==> src/rtl/fetch_pkg.sv <==
// Shared definitions for the fetch stage: state encoding, address-map
// defaults, the NOP word and the address-legality helper.
package fetch_pkg;

  typedef logic [1:0] fstate_t;

  // REQ: request in flight for f_pc.
  // HOLD: word returned and buffered while F is stalled.
  // BAD: f_pc is illegal, so no request is issued.
  localparam fstate_t ST_REQ  = 2'd0;
  localparam fstate_t ST_HOLD = 2'd1;
  localparam fstate_t ST_BAD  = 2'd2;

  localparam logic [31:0] RESET_PC_DEF = 32'h0000_3000;
  localparam logic [31:0] IM_BASE_DEF  = 32'h0000_3000;
  localparam logic [31:0] IM_LIMIT_DEF = 32'h0000_6FFC;
  localparam logic [31:0] NOP          = 32'h0000_0000;

  // A fetch address is legal when word aligned and inside [base, limit].
  function automatic logic pc_is_legal(input logic [31:0] addr,
                                       input logic [31:0] base,
                                       input logic [31:0] limit);
    return (addr[1:0] == 2'b00) && (addr >= base) && (addr <= limit);
  endfunction

endpackage

==> src/rtl/pc_legal_chk.sv <==
// Combinational instruction-address legality check.
module pc_legal_chk
  import fetch_pkg::*;
#(
  parameter logic [31:0] IM_BASE  = IM_BASE_DEF,
  parameter logic [31:0] IM_LIMIT = IM_LIMIT_DEF
) (
  input  logic [31:0] addr_i,
  output logic        legal_o
);

  assign legal_o = pc_is_legal(addr_i, IM_BASE, IM_LIMIT);

endmodule

==> src/rtl/fetch_ctrl.sv <==
// Fetch-stage sequencer: owns the fetch PC, issues instruction-memory
// requests, absorbs stalls and memory wait states, and is the F/D register.
//
// Handshake: imem_req is the request valid and imem_addr the request
// payload; both stay stable until a cycle with imem_req & imem_ready, in
// which imem_rdata carries the word. imem_ready outside REQ is ignored.
module fetch_ctrl
  import fetch_pkg::*;
#(
  parameter logic [31:0] RESET_PC = RESET_PC_DEF,
  parameter logic [31:0] IM_BASE  = IM_BASE_DEF,
  parameter logic [31:0] IM_LIMIT = IM_LIMIT_DEF
) (
  input  logic        clk,
  input  logic        reset_n,
  input  logic        stall_i,
  input  logic [31:0] npc_i,
  output logic [31:0] f_pc,
  output logic        imem_req,
  output logic [31:0] imem_addr,
  input  logic        imem_ready,
  input  logic [31:0] imem_rdata,
  output logic        fd_valid,
  output logic [31:0] fd_pc,
  output logic [31:0] fd_instr,
  output logic        fd_exc
);

  // An illegal reset PC starts directly in BAD.
  localparam fstate_t RESET_ST =
    pc_is_legal(RESET_PC, IM_BASE, IM_LIMIT) ? ST_REQ : ST_BAD;

  fstate_t     state_q, state_d;
  logic [31:0] f_pc_q, f_pc_d;
  logic [31:0] buf_q, buf_d;
  logic        fd_valid_q, fd_valid_d;
  logic [31:0] fd_pc_q, fd_pc_d;
  logic [31:0] fd_instr_q, fd_instr_d;
  logic        fd_exc_q, fd_exc_d;

  logic        f_legal;
  logic        npc_legal;
  logic        have;
  logic        advance;
  logic [31:0] word;

  pc_legal_chk #(.IM_BASE(IM_BASE), .IM_LIMIT(IM_LIMIT)) u_chk_fpc (
    .addr_i  (f_pc_q),
    .legal_o (f_legal)
  );

  pc_legal_chk #(.IM_BASE(IM_BASE), .IM_LIMIT(IM_LIMIT)) u_chk_npc (
    .addr_i  (npc_i),
    .legal_o (npc_legal)
  );

  // Request only in REQ; gating with reset_n drops it the moment reset asserts.
  assign imem_req  = reset_n & (state_q == ST_REQ) & f_legal;
  assign imem_addr = f_pc_q;
  assign f_pc      = f_pc_q;
  assign fd_valid  = fd_valid_q;
  assign fd_pc     = fd_pc_q;
  assign fd_instr  = fd_instr_q;
  assign fd_exc    = fd_exc_q;

  // Next-state logic for the FSM, PC register, buffer and F/D register.
  always_comb begin
    state_d    = state_q;
    f_pc_d     = f_pc_q;
    buf_d      = buf_q;
    fd_valid_d = fd_valid_q;
    fd_pc_d    = fd_pc_q;
    fd_instr_d = fd_instr_q;
    fd_exc_d   = fd_exc_q;
    have       = 1'b0;
    word       = NOP;

    case (state_q)
      ST_REQ:  begin have = imem_ready; word = imem_rdata; end
      ST_HOLD: begin have = 1'b1;       word = buf_q;      end
      ST_BAD:  begin have = 1'b1;       word = NOP;        end
      default: begin have = 1'b0;       word = NOP;        end
    endcase

    advance = have & ~stall_i;

    if (advance) begin
      fd_pc_d    = f_pc_q;
      fd_instr_d = word;
      fd_valid_d = 1'b1;
      fd_exc_d   = (state_q == ST_BAD);
      f_pc_d     = npc_i;
      state_d    = npc_legal ? ST_REQ : ST_BAD;
    end else if ((state_q == ST_REQ) && imem_ready && stall_i) begin
      // Word returned during a stall: keep it so it is never dropped.
      buf_d   = imem_rdata;
      state_d = ST_HOLD;
    end else if ((state_q == ST_REQ) && !imem_ready && !stall_i) begin
      // Memory wait cycle: one bubble into D, fd_pc left as is.
      fd_valid_d = 1'b0;
      fd_instr_d = NOP;
      fd_exc_d   = 1'b0;
    end else if ((state_q != ST_REQ) && (state_q != ST_HOLD) &&
                 (state_q != ST_BAD)) begin
      // Unused encoding: re-enter the state implied by the current PC.
      state_d = f_legal ? ST_REQ : ST_BAD;
    end
  end

  // State registers with asynchronous active-low reset.
  always_ff @(posedge clk or negedge reset_n) begin
    if (!reset_n) begin
      state_q    <= RESET_ST;
      f_pc_q     <= RESET_PC;
      buf_q      <= NOP;
      fd_valid_q <= 1'b0;
      fd_pc_q    <= 32'h0;
      fd_instr_q <= NOP;
      fd_exc_q   <= 1'b0;
    end else begin
      state_q    <= state_d;
      f_pc_q     <= f_pc_d;
      buf_q      <= buf_d;
      fd_valid_q <= fd_valid_d;
      fd_pc_q    <= fd_pc_d;
      fd_instr_q <= fd_instr_d;
      fd_exc_q   <= fd_exc_d;
    end
  end

endmodule

==> config.mk <==
export PLATFORM = sky130hd
export DESIGN_NAME = fetch_ctrl
export DESIGN_NICKNAME = d
export VERILOG_FILES = /design/src/rtl/fetch_pkg.sv /design/src/rtl/pc_legal_chk.sv /design/src/rtl/fetch_ctrl.sv
export SDC_FILE = /design/constraint.sdc
export NUM_CORES = 1
export LEC_CHECK = 0
export ABC_AREA = 0
export CORE_MARGIN = 2
export CORE_UTILIZATION = 30
export DETAILED_ROUTE_END_ITERATION = 16
export PLACE_DENSITY = 0.56
export REMOVE_ABC_BUFFERS = 1
export SYNTH_ARGS = -nofsm -noshare
export SYNTH_HDL_FRONTEND = slang
export SYNTH_SLANG_ARGS = --single-unit
==> constraint.sdc <==
create_clock -name clk -period 3.1 [get_ports clk]
set_input_delay 0.62 -clock clk [delete_from_list [all_inputs] [get_ports clk]]
set_output_delay 0.62 -clock clk [all_outputs]
set_load 0.1 [all_outputs]
==> impl_metrics.csv <==
group,metric,value,unit
timing,finalCritPeriodShare,88.37,%
layout,ff_latch_area,3306,µm²
placement,io_buffer_count,198,
floorplan,placement_rows,50,
logic_synthesis,yosys_warnings,0,
timing,final_report_setup_violation_count,0,
floorplan,dieArea,19880,µm²
clock_tree,cts-htree-levels,4,
floorplan,core_footprint,18580,µm²
layout,final_core_util,42.73,%
layout,stdcell_area,7940,µm²
timing,final_hold_slack,0.06299,ns
clock_tree,tritoncts.num_buffers,17,
logic_synthesis,synthesis.area_per_instance,13.13,µm²
drt,drcViolationCount,0,
placement,dp_worst_setup_slack,0.6088,ns
critical_path,worstPathMaxFanout,5,
placement,detailedPlacementHpwl,9711,µm
critical_path,timing.critical_path.cells,"nor4_1, o211ai_1, nor3_1, buf_12",
timing,worst_pin_slew,0.7662,ns
floorplan,start_util,30.31,%
critical_path,max_stage_delay,0.44,ns
placement,place_area,7316,µm²
worst_hold_path,worstHoldPathType,"in -> async",
logic_synthesis,ys_seq_area_share,58.70,%
timing,final_max_slew_viol_count,0,
floorplan,boundaryPins,199,
clock_tree,cts_hold_buffers,0,
global_route,groute.usage.overall,14.29,%
timing,relSlewSlack,48.92,%
drt,drt-vias-per-instance,4.788,
drt,dr_wl_cell,16.71,µm
global_route,antenna_found_initial,0,
clock_tree,worst_setup_hold_path_clk_slew,0.06,ns
timing,achievable-frequency,0.3650,GHz
timing,postLayoutSetupSlackWorst,0.3606,ns
clock_tree,tritoncts,"yes",
logic_synthesis,postSynthRegisterBits,132,
timing,period_minus_slack,2.739,ns
critical_path,worst_r2r_path_depth,6,
critical_path,worst-path-buf-inv,1,
clock_tree,clk-insertion-delay-late,0.41,ns
critical_path,critical_path_class,"reg -> out",
drt,dr.first_iter.drc_count,147,
drt,drt_wl_total,14060,µm
critical_path,timing.reg2reg.setup_slack,0.84,ns
clock_tree,cts.root.buffer_cell,"clkbuf_16",
logic_synthesis,synthesis.area,5632,µm²
critical_path,endpoint_kind,"primary output",
global_route,grt_first_pass_wirelength,22130,µm
layout,antenna-diode-count,0,
placement,gp_congestion,0.7259,
clock_tree,postCtsResizedCells,0,
layout,final_net_count,666,
logic_synthesis,synth_cell_types,25,
critical_path,cp_top_family,"simple AND/OR/NAND/NOR gates",
drt,drt_pre_antenna_iters,4,
global_route,pin_count_of_the_biggest_net_entering_global_routing,71,
critical_path,worstReg2RegStart,"state_q[1]",
clock_tree,max-clock-path-buffers,2,
logic_synthesis,syn_inst,429,
layout,flow.area_growth_from_synthesis,40.99,%
drt,ant_nets,0,
layout,fill_cells,1763,
layout,multi_input_area,1946,µm²
timing,timing.clock.skew,0.006860,ns
critical_path,worst_endpoint_required_time,2.48,ns
drt,detailroute.via_count,4027,
timing,hold_violations_final,0,
clock_tree,post_cts_buffers,0,
flow_run,maxCapViolations,0,
layout,layout-drive-gt1-share,44.98,%
critical_path,cp.arrival,2.12,ns
critical_path,timing.rr.end,"buf_q[7]",
critical_path,worst_path_max_delay_cell,"dfrtp_1",
global_route,globalRouteOverflowTotal,0,
clock_tree,clock_sinks,132,
floorplan,die_w,141.0,µm
status,outcome,"finished clean",
timing,rsz0062_at_grt,"false",
floorplan,die_height,141.0,µm
critical_path,crit_path_start_kind,"flip-flop",
global_route,vias_in_the_first_global_route,4233,
registers in the layout (all words and copies together) (netlist names):
name,cells
buf_q,32
fd_valid,1
state_q,2
f_pc,32
fd_pc,32
fd_instr,32
fd_exc,1
cells by family after synthesis:
group	Yosys count	synth area share, %
adders and majority gates	4	0.8887
buffers and inverters	64	6.932
AOI/OAI and AO/OA	70	7.798
muxes	96	19.86
xor gates and xnor gates	1	0.1555
DFF	132	58.70
and+or+nand+nor	62	5.665
worst max-delay path by stage:
stage / from / endpoint / cells after the start
after detailed placement: stall_i / fd_instr[6] / 5
after floorplan: f_pc[14] / imem_req / 3
final: f_pc[15] / imem_req / 4
after global routing: f_pc[15] / imem_req / 4
after CTS: f_pc[15] / imem_req / 4
after global placement: f_pc[15] / imem_req / 4
per-layer routing:
layer | global-route usage [%] | routed length (µm)
met5 | 0 | 0
met4 | 5.474 | 225
met3 | 4.857 | 1040
met2 | 23.47 | 6668
met1 | 17.42 | 6121
layout make-up:
type,count,share of cell area [%]
clock inverter,13,2.285
multi-input combinational,233,24.50
clock buffer,19,5.578
sequential,132,41.63
timing repair buffer,207,22.17
inverter,3,0.1418
tap,234,3.687
worst reg2reg max path: stages, from the launching register on:
cell	delay, ns
dfrtp_1	0.41
inv_1	0.10
ha_1	0.27
buf_4	0.35
nand3_2	0.40
buf_12	0.32
mux2_2	0.29
stage by stage:
stage,instances,TNS (ns)
2_1_floorplan,368,-110.53
6_report,841,0
5_1_grt,841,0
4_1_cts,841,0
3_3_place_gp,809,0
3_5_place_dp,809,0
Yosys cell counts (all sizes together):
library cell  count  area (µm²)
inv               3       11.26
a22oi            32       240.2
a21oi             2       10.01
and3b             1       8.760
ha                4       50.05
xor2              1       8.760
o32ai             1       8.760
nor4              8       50.05
nand3            38       190.2
o21ai            33       165.2
o211ai            1       7.510
dfstp             2       52.55
or3b              1       8.760
nand2             8       30.03
clkbuf           15       56.30
a21boi            1       7.510
or3               1       6.260
dfrtp           130        3253
nor3              5       25.02
mux2             96        1119
buf              46       322.8
cells in the final DEF (no fill, tap or decap), drive strengths merged, types with 2 or more instances in the layout:
master | netlist | final
nand3 | 38 | 38
ha | 4 | 4
clkdlybuf4s50 | 0 | 66
clkinv | 0 | 6
inv | 3 | 4
bufinv | 0 | 4
buf | 46 | 141
dfstp | 2 | 2
dfrtp | 130 | 130
a22oi | 32 | 32
nand2 | 8 | 8
clkinvlp | 0 | 2
clkbuf | 15 | 19
a21oi | 2 | 2
mux2 | 96 | 96
nor3 | 5 | 5
nor4 | 8 | 8
o21ai | 33 | 33
Power is left out: the tool's default activity adds up to more than one toggle a clock period on the data nets, which glitch-free logic cannot reach.
